===== src/rtl/pipe_skid_reg.sv =====
// Elastic valid/ready pipeline register with a main entry and a skid entry.
// Latency: one cycle from acceptance to out_data/out_valid; full throughput.
// Backpressure: in_ready is a registered-state decode, never a function of out_ready.
module pipe_skid_reg #(
   parameter int               WIDTH     = 32,
   parameter logic [WIDTH-1:0] RESET_VAL = '0
) (
   input  logic             clk,
   input  logic             rst,
   input  logic             flush,
   input  logic             in_valid,
   input  logic [WIDTH-1:0] in_data,
   output logic             in_ready,
   output logic             out_valid,
   output logic [WIDTH-1:0] out_data,
   input  logic             out_ready,
   output logic [1:0]       count
);

   // Encoding equals the number of held entries, so count is the state register itself.
   typedef enum logic [1:0] {
      ST_EMPTY = 2'd0,
      ST_ONE   = 2'd1,
      ST_FULL  = 2'd2
   } state_t;

   state_t           state_q, state_d;
   logic [WIDTH-1:0] main_q, main_d;
   logic [WIDTH-1:0] skid_q, skid_d;

   logic in_fire;
   logic out_fire;

   assign in_fire  = in_valid & in_ready;
   assign out_fire = out_valid & out_ready;

   // State register; reset wins over flush and any handshake.
   always_ff @(posedge clk) begin
      if (rst) begin
         state_q <= ST_EMPTY;
      end else begin
         state_q <= state_d;
      end
   end

   // Next-state and next-data decode. Flush writes no data registers, so any
   // same-cycle input is dropped while the delivered output simply counts as gone.
   always_comb begin
      state_d = state_q;
      main_d  = main_q;
      skid_d  = skid_q;
      if (flush) begin
         state_d = ST_EMPTY;
      end else begin
         case (state_q)
            ST_EMPTY: begin
               if (in_fire) begin
                  main_d  = in_data;
                  state_d = ST_ONE;
               end
            end
            ST_ONE: begin
               if (in_fire && out_fire) begin
                  main_d = in_data;
               end else if (in_fire) begin
                  // Downstream stalled: park the newcomer behind the main entry.
                  skid_d  = in_data;
                  state_d = ST_FULL;
               end else if (out_fire) begin
                  state_d = ST_EMPTY;
               end
            end
            ST_FULL: begin
               // in_ready is low here, so only the drain side can move.
               if (out_fire) begin
                  main_d  = skid_q;
                  state_d = ST_ONE;
               end
            end
            default: begin
               state_d = ST_EMPTY;
            end
         endcase
      end
   end

   // Data registers; reset loads the configured value into both entries.
   always_ff @(posedge clk) begin
      if (rst) begin
         main_q <= RESET_VAL;
         skid_q <= RESET_VAL;
      end else begin
         main_q <= main_d;
         skid_q <= skid_d;
      end
   end

   // Output decode, purely from the registered state (plus rst gating in_ready).
   always_comb begin
      out_valid = (state_q != ST_EMPTY);
      in_ready  = (state_q != ST_FULL) & ~rst;
      out_data  = main_q;
      count     = state_q;
   end

endmodule


===== config.mk =====
export PLATFORM = sky130hd
export DESIGN_NAME = pipe_skid_reg
export DESIGN_NICKNAME = d
export VERILOG_FILES = /design/src/rtl/pipe_skid_reg.sv
export SDC_FILE = /design/constraint.sdc
export NUM_CORES = 1
export LEC_CHECK = 0
export CAP_MARGIN = 10
export CORE_ASPECT_RATIO = 0.8
export CORE_UTILIZATION = 45
export DETAILED_ROUTE_END_ITERATION = 8
export PLACE_DENSITY = 0.73
export REMOVE_ABC_BUFFERS = 1
export SETUP_SLACK_MARGIN = 0.15
export SLEW_MARGIN = 20
export SYNTH_ARGS = -nofsm -noshare
export SYNTH_HDL_FRONTEND = slang
export SYNTH_SLANG_ARGS = --single-unit
export TNS_END_PERCENT = 30

===== constraint.sdc =====
create_clock -name clk -period 2.6 [get_ports clk]
set_input_delay 0.26 -clock clk [delete_from_list [all_inputs] [get_ports clk]]
set_output_delay 0.26 -clock clk [all_outputs]
set_load 0.005 [all_outputs]

==> results of run 1 <==
worst paths after layout:
check	startpoint	end	slack, ns	cells after the start
max reg2reg	count[0]$_SDFFE_PP0P_	out_data[28]$_SDFFE_PP0P_	0.66	4
max	count[0]$_SDFFE_PP0P_	in_ready	0.41	4
min	rst	skid_q[20]$_SDFFE_PP0P_	0.40	2
min reg2reg	out_data[31]$_SDFFE_PP0P_	out_data[31]$_SDFFE_PP0P_	0.46	2
power by group:
group / switching [W] / total, W / internal [W] / leakage [nW]
sequential: 0.0000166 / 0.00106 / 0.00104 / 0.535
combinational: 0.000128 / 0.000276 / 0.000148 / 0.875
clock: 0.000356 / 0.000685 / 0.000330 / 0.0722
total: 0.000500 / 0.00202 / 0.00152 / 1.48
registers in the layout, summed over array words and instances (netlist names):
name,cells
out_data,32
count,2
skid_q,32
worst max-delay path, stage by stage, from the launching register on:
cell	delay, ns
dfxtp_1	0.67
buf_4	0.27
nor2b_2	0.06
nor2_1	0.09
clkdlybuf4s50_1	0.51
cell usage in the layout (no fill, tap or decap), drive strengths merged:
cell	instances
clkdlybuf4s50	71
dfxtp	66
or3b	35
a21oi	34
nand2	33
mux2i	33
o211ai	32
nand3	32
o21ai	32
buf	13
clkbuf	12
nor2	2
nor3b	2
nor2b	2
inv	2
or2	1
and4bb	1
and3b	1
nor4b	1
o31ai	1
nor4	1
o211a	1
clkinv	1
cell type report:
type | instances | share of cell area
Tap cell | 84 | 0.0260
Clock buffer | 12 | 0.0335
Sequential cell | 66 | 0.327
Multi-Input combinational cell | 244 | 0.404
Clock inverter | 1 | 0.00124
Inverter | 2 | 0.00186
Timing Repair Buffer | 84 | 0.206
Yosys cell counts:
cell	instances	area share
and4bb_1	1	0.0040
buf_1	1	0.0012
a21oi_1	34	0.054
buf_2	14	0.022
o31ai_4	1	0.0068
nor2b_1	2	0.0040
clkbuf_1	20	0.024
o211a_1	1	0.0032
o21ai_1	32	0.051
dfxtp_1	66	0.42
inv_1	1	0.0012
nor4_1	1	0.0020
nor4b_2	1	0.0048
nor2_1	2	0.0024
or2_2	1	0.0020
nor3b_2	2	0.0080
or3b_2	28	0.078
and3b_1	1	0.0028
buf_6	3	0.011
mux2i_1	33	0.11
inv_2	1	0.0012
o211ai_1	32	0.077
nand2_1	33	0.040
or3b_1	7	0.020
nand3_1	32	0.051
cells by family after synthesis:
logic type	after synthesis
and+or+nand+nor	111
AOI/OAI and AO/OA	100
buffers and inverters	40
muxes	33
DFF	66
layer usage:
layer  vias to the layer above  part of all wire
li1                       1380                 -
met1                      1362              0.47
met2                        86              0.46
met3                         5             0.063
met4                         0            0.0062
met5                         -                 0
metrics by stage:
stage	TNS (ns)	power, W	setup WS, ns	std cells
detailed placement	0	0.00135	0.459	480
floorplan	-3.13	0.00118	-0.0979	312
global placement	0	0.00135	0.577	480
finish	0	0.00202	0.407	493
global route	0	0.00210	0.292	493
CTS	0	0.00203	0.394	493
==> impl_metrics.json, run 1 <==
{
  "ir_drop_mv": 0.294,
  "clk_path_buf_depth": 2,
  "cts_root_buffer": "clkbuf_8",
  "htreeDepth": 3,
  "top_usage_layer": "met2",
  "yosysWarnings": 0,
  "synth_top_family_by_area": "simple AND/OR/NAND/NOR gates",
  "antenna-diode-count": 0,
  "grtUsageMet3": 0.0729,
  "routed_via_density": 5.75,
  "power_density_nw_per_um2": 499,
  "dp_hpwl_mm": 4.84,
  "initial_utilization": 0.478,
  "netlist_area_um2": 3130,
  "synth_compound_area_frac": 0.192,
  "cts_setup_buffers": 0,
  "synth-simple-area-share": 0.219,
  "critPathKind": "register to output pin",
  "cts-resized-gates": 0,
  "drv_slew": 0,
  "placed_area_um2": 3900,
  "crit_path_end_kind": "output pin",
  "synth.distinct_cells": 25,
  "port_buffers": 72,
  "status": "completed",
  "grtUsageMet1": 0.298,
  "gr-total-overflow": 0,
  "stdcell_area_um2": 4040,
  "grt_start_max_net_pins": 66,
  "drt_iter0_drc": 167,
  "multiInputGateArea_um2": 1630,
  "cts_tree": "done",
  "start_kind": "register",
  "ys_ff_latch": 66,
  "vias": 2833,
  "finClkSkew_ns": 0.00930,
  "path_clk_slew_ns": 0.07,
  "die-height_um": 76.6,
  "ant_nets": 0,
  "area_growth_pct": 29.0,
  "synthMuxAreaShare": 0.106,
  "pin_count": 73,
  "clk_latency_ns": 0.34,
  "setup_viol": 0,
  "finalHoldViolations": 0,
  "grt_pass1_wl_mm": 12.8,
  "routedWlPerCell_um": 15.8,
  "hold_ws_ns": 0.395,
  "synth_xor_xnor_area_share": 0,
  "rows": 26,
  "required_ns": 2.34,
  "final_util": 0.617,
  "rsz0062_at_grt": "false",
  "antenna_found_initial": 0,
  "leakagePower_nw": 1.48,
  "fin_nets": 444,
  "grt_usage": 0.222,
  "drt_wl_total_mm": 7.80,
  "synth_cells": 350,
  "max_slew_margin": 0.302,
  "nFillCells": 587,
  "drtPass1Iterations": 4,
  "synthAdderAreaFrac": 0,
  "gp_congestion": 0.795,
  "cts_buffers": 9,
  "grt_pass1_vias": 2623,
  "period_share": 0.844,
  "ys_seq_area_frac": 0.422,
  "fin_crit_ns": 2.19,
  "drive_gt1_frac": 0.142,
  "cts_sinks": 66,
  "die_area_um2": 7290,
  "worst_pin_slew_ns": 1.05,
  "syn_area_per_cell_um2": 8.94,
  "die_width_um": 95.2,
  "arrival_ns": 1.93,
  "drv_cap": 0,
  "grt_util_met2": 0.347,
  "postCtsHoldBufs": 0,
  "fmax_mhz": 456,
  "seq_area_um2": 1320,
  "route.detailed.drc": 0,
  "hold_path.class": "primary input to register",
  "core-area_um2": 6540,
  "path_max_fanout": 18
}
Power figures use the tool's default switching activity.
==> run 2, diff against run 1 <==
- PLACE_DENSITY: 0.73 -> 0.76
- clock period: 2.6 -> 1.9 ns (I/O delays scaled with it)
==> run 2 against run 1 <==
  * Register-to-register slack lost 0.44 ns
  * Critical path depth unchanged
  * Clock skew down 0.0047 ns
  * Critical endpoint unchanged
  * Largest cell class unchanged
  * Largest power group unchanged
  * Highest routed layer unchanged
==> impl_metrics.json, run 2 (same netlist as run 1, synthesis figures left out) <==
{
  "status": "completed",
  "grt_usage": 0.233,
  "drive_gt1_frac": 0.181,
  "die-height_um": 76.6,
  "setup_viol": 0,
  "dp_hpwl_mm": 5.27,
  "max_slew_margin": 0.735,
  "clk_path_buf_depth": 2,
  "postCtsHoldBufs": 0,
  "grt_start_max_net_pins": 40,
  "hold_path.class": "primary input to register",
  "pin_count": 73,
  "path_max_fanout": 5,
  "drv_slew": 0,
  "vias": 2866,
  "finalHoldViolations": 0,
  "nFillCells": 572,
  "p_comb_frac": 0.144,
  "fin_nets": 461,
  "drv_cap": 0,
  "initial_utilization": 0.478,
  "routedWlPerCell_um": 15.8,
  "antenna-diode-count": 0,
  "power_density_nw_per_um2": 679,
  "drt_iter0_drc": 249,
  "die_area_um2": 7290,
  "gp_congestion": 0.826,
  "cts_root_buffer": "clkbuf_8",
  "area_growth_pct": 34.2,
  "critical-path-max-stage-delay_ns": 0.52,
  "finClkSkew_ns": 0.00458,
  "crit_path_end_kind": "output pin",
  "worst_pin_slew_ns": 0.398,
  "finalSetupTns_ns": 0,
  "grt_pass1_vias": 2678,
  "cts_tree": "done",
  "cpMaxStageDelayCell": "clkdlybuf4s50_1",
  "required_ns": 1.71,
  "period_share": 0.911,
  "reg2reg_slack_ns": 0.22,
  "clk_latency_ns": 0.33,
  "cts_sinks": 66,
  "ir_drop_mv": 0.438,
  "core-area_um2": 6540,
  "start_kind": "register",
  "htreeDepth": 3,
  "cts_buffers": 9,
  "port_buffers": 72,
  "critPathKind": "register to output pin",
  "swShare": 0.239,
  "grt_pass1_wl_mm": 13.4,
  "drt_wl_total_mm": 8.08,
  "layout_commonest_cell": "clkdlybuf4s50_1",
  "route.detailed.drc": 0,
  "cp_cell_sequence": "buf_6, nor2b_4, nor2_1, clkdlybuf4s50_1",
  "fmax_mhz": 578,
  "pwr-share-seq": 0.505,
  "final_cell_mix": "clkdlybuf4s50_1 (70), dfxtp_1 (65), a21oi_1 (34)",
  "leakagePower_nw": 1.59,
  "crit_family": "buffers and inverters",
  "rows": 26,
  "die_width_um": 95.2,
  "path_clk_slew_ns": 0.07,
  "hold_ws_ns": 0.298,
  "antenna_found_initial": 0,
  "p_clk_frac": 0.351,
  "fin_crit_ns": 1.73,
  "path_buf_inv": 2,
  "gr-total-overflow": 0,
  "intPower_w": 0.00217,
  "routed_via_density": 5.62,
  "arrival_ns": 1.54,
  "power_switching_w": 0.000682,
  "rsz0062_at_grt": "true",
  "ant_nets": 0,
  "drtPass1Iterations": 4
}
-- run 2: layout make-up --
cell class | instances | area [um2] | share of cell area
repair buffers | 101 | 965 | 0.230
inverters | 2 | 7.51 | 0.00179
well taps | 84 | 105 | 0.0250
clock buffers | 13 | 159 | 0.0379
multi-input cells | 244 | 1640 | 0.390
flip-flops and latches | 66 | 1330 | 0.316
-- run 2: final timing paths --
check / cells after the start / to / from
setup / recovery: 4 / in_ready / count[0]$_SDFFE_PP0P_
hold / removal: 3 / skid_q[0]$_SDFFE_PP0P_ / rst
setup reg to reg: 6 / skid_q[31]$_SDFFE_PP0P_ / count[1]$_SDFFE_PP0P_
hold reg to reg: 2 / out_data[28]$_SDFFE_PP0P_ / out_data[28]$_SDFFE_PP0P_
-- run 2: worst reg2reg max path, cell delays in order (launching register included) --
cell	delay, ns
dfxtp_4	0.36
buf_4	0.16
buf_4	0.17
or3b_1	0.43
buf_4	0.22
o21ai_1	0.15
a21oi_1	0.08
-- run 2: repair_timing --
item,in CTS,in global routing
buffers inserted,4,0
setup endpoints to repair,3,4
resized for setup,3,1
-- run 2: stage by stage --
step           std cells  setup WS, ns  utilization  total power [W]  area (um2)
2_1_floorplan        312        -0.798            -          0.00162        2950
3_3_place_gp         493         0.103        0.612          0.00187        4000
3_5_place_dp         493        0.0172        0.612          0.00187        4000
4_1_cts              510         0.113        0.642          0.00288        4200
5_1_grt              510         0.107        0.642          0.00298        4200
6_report             510         0.170        0.642          0.00285        4200
-- run 2: power by group through the flow --
stage | clock network (W) | registers, W | logic (W)
6_report | 0.000999 | 0.00144 | 0.000410
3_3_place_gp | 0 | 0.00147 | 0.000398
2_1_floorplan | 0 | 0.00148 | 0.000140
5_1_grt | 0.00110 | 0.00144 | 0.000440
3_5_place_dp | 0 | 0.00147 | 0.000403
4_1_cts | 0.00103 | 0.00144 | 0.000411
-- run 2: routing by layer --
layer / up-vias / part of all wire / global-route usage
li1: 1414 / - / -
met1: 1361 / 0.48 / 0.325
met2: 89 / 0.46 / 0.355
met3: 2 / 0.063 / 0.0699
met4: 0 / 0.0012 / 0.0409
met5: - / 0 / 0
==> run 3, diff against run 2 <==
==> constraint.sdc (replaced) <==
create_clock -name clk -period 1.9 [get_ports clk]
set_input_delay 0.57 -clock clk [delete_from_list [all_inputs] [get_ports clk]]
set_output_delay 0.57 -clock clk [all_outputs]
set_load 0.005 [all_outputs]
==> run 3 against run 2 <==
  * Clock skew fell by 0.0011 ns
  * First-iteration DRC count fell by 31%
  * Non-clock buffer count rose by 4
  * Fmax fell by 3.8%
  * Flip-flop and latch count did not move
  * Final area rose by 2.8%
  * Hold slack improved by 0.16 ns
  * Combinational power rose by 3%
  * Die area did not move
==> impl_metrics.json, run 3 (same netlist as run 1, synthesis figures left out) <==
{
  "finClkSkew_ns": 0.00348,
  "start_kind": "register",
  "cp_cell_sequence": "buf_6, buf_6, nor2b_4, nor2_4, buf_2",
  "layout_commonest_cell": "dfxtp_1",
  "fin_crit_ns": 1.80,
  "initial_utilization": 0.478,
  "cpMaxStageDelayCell": "dfxtp_4",
  "drt_wl_total_mm": 8.78,
  "path_max_fanout": 4,
  "grt_usage": 0.261,
  "worst_pin_slew_ns": 0.393,
  "clk_path_buf_depth": 2,
  "fin_nets": 465,
  "final_cell_mix": "dfxtp_1 (57), dlygate4sd2_1 (35), a21oi_1 (34), clkdlybuf4s50_1 (34)",
  "drv_cap": 0,
  "path_clk_slew_ns": 0.07,
  "die_width_um": 95.2,
  "grt_pass1_vias": 2865,
  "ir_drop_mv": 0.359,
  "dp_hpwl_mm": 5.41,
  "arrival_ns": 1.23,
  "fmax_mhz": 556,
  "multiInputGateArea_um2": 1650,
  "stdcell_count": 517,
  "clk_latency_ns": 0.34,
  "htreeDepth": 3,
  "required_ns": 1.33,
  "gr-total-overflow": 0,
  "port_buffers": 72,
  "critPathKind": "register to output pin",
  "path_buf_inv": 3,
  "drive_gt1_frac": 0.219,
  "antenna-diode-count": 0,
  "crit_path_end_kind": "output pin",
  "leakagePower_nw": 1.80,
  "seq_area_um2": 1340,
  "routed_via_density": 5.70,
  "drt_iter0_drc": 171,
  "period_share": 0.946,
  "die_area_um2": 7290,
  "cts_tree": "done",
  "cts_sinks": 66,
  "vias": 2945,
  "max_slew_margin": 0.738,
  "grt_start_max_net_pins": 34,
  "power_density_nw_per_um2": 685,
  "area_growth_pct": 38.0,
  "cts_root_buffer": "clkbuf_8",
  "drv_slew": 0,
  "finalHoldViolations": 0,
  "crit_family": "flip-flops",
  "ant_nets": 0,
  "nFillCells": 564,
  "routedWlPerCell_um": 17.0,
  "status": "completed",
  "hold_ws_ns": 0.454,
  "cts_buffers": 9,
  "grt_pass1_wl_mm": 14.5,
  "antenna_found_initial": 0,
  "cp_common_cell": "buf_6",
  "dp_cells": 493,
  "setup_viol": 0,
  "pin_count": 73,
  "drtPass1Iterations": 6,
  "gp_congestion": 0.772,
  "rsz0062_at_grt": "true",
  "hold_path.class": "register to register",
  "core-area_um2": 6540,
  "route.detailed.drc": 0,
  "rows": 26,
  "critical-path-max-stage-delay_ns": 0.35,
  "die-height_um": 76.6
}
## run 3: changes by cell type in the layout (fill, tap and decap cells not counted), moves of 2 or more
cell / before / now
dlygate4sd2_1: 0 / 35
buf_6: 1 / 4
buf_2: 1 / 3
dfxtp_2: 0 / 7
dfxtp_1: 65 / 57
clkdlybuf4s50_1: 70 / 34
clkinv_2: 0 / 2
bufbuf_16: 0 / 2
buf_12: 2 / 5
buf_4: 26 / 22
## run 3: stage by stage
stage / power, W / TNS (ns) / worst slack (ns) / instance area (um2) / util
floorplan: 0.00162 / -37.09 / -0.835 / 2950 / -
global placement: 0.00188 / -13.89 / -0.286 / 4010 / 0.613
detailed placement: 0.00188 / -17.29 / -0.375 / 4010 / 0.613
CTS: 0.00297 / 0 / 0.0669 / 4300 / 0.657
global route: 0.00308 / 0 / 0.0528 / 4320 / 0.660
finish: 0.00296 / 0 / 0.102 / 4320 / 0.660
## run 3: tightest hold or removal path: stages, from the launching register on
cell and delay (ns):
dfxtp_1 0.31, nand2_1 0.05, mux2i_1 0.05
## run 3: worst paths after layout
check	start	to	slack (ns)	cells after the start
setup reg to reg	count[0]$_SDFFE_PP0P_	out_data[14]$_SDFFE_PP0P_	0.11	7
hold / removal	out_data[9]$_SDFFE_PP0P_	out_data[9]$_SDFFE_PP0P_	0.45	2
hold reg to reg	out_data[9]$_SDFFE_PP0P_	out_data[9]$_SDFFE_PP0P_	0.45	2
setup / recovery	count[0]$_SDFFE_PP0P_	in_ready	0.10	5
## run 3: repair_timing
| action | 4_1_cts | 5_1_grt |
|---|---|---|
| cloned | 3 | 0 |
| setup endpoints to repair | 84 | 6 |
| gates resized for setup | 66 | 1 |
| buffers inserted | 3 | 2 |
| endpoints found under the hold margin | 0 | 0 |
| pin swaps | 1 | 1 |
| hold buffers | 0 | 0 |
## run 3: layout make-up
type / count / area share
clock buffer: 14 / 0.0400
clock inverter: 2 / 0.00232
inverter: 2 / 0.00174
multi-input combinational: 244 / 0.381
sequential: 66 / 0.310
tap: 84 / 0.0243
timing repair buffer: 105 / 0.240
## run 3: power by group
group	switching, W	leakage [nW]	internal, W
Sequential	0.0000181	0.539	0.00142
Combinational	0.000199	1.17	0.000223
Clock	0.000520	0.0965	0.000578
Total	0.000738	1.80	0.00222
## run 3: metal layers
layer  share of wire  vias to the layer above  GRT usage
met1            0.46                     1396      0.354
met2            0.47                      107      0.387
met3           0.060                       12     0.0878
li1                -                     1430          -
met4           0.011                        0     0.0773
met5               0                        -          0
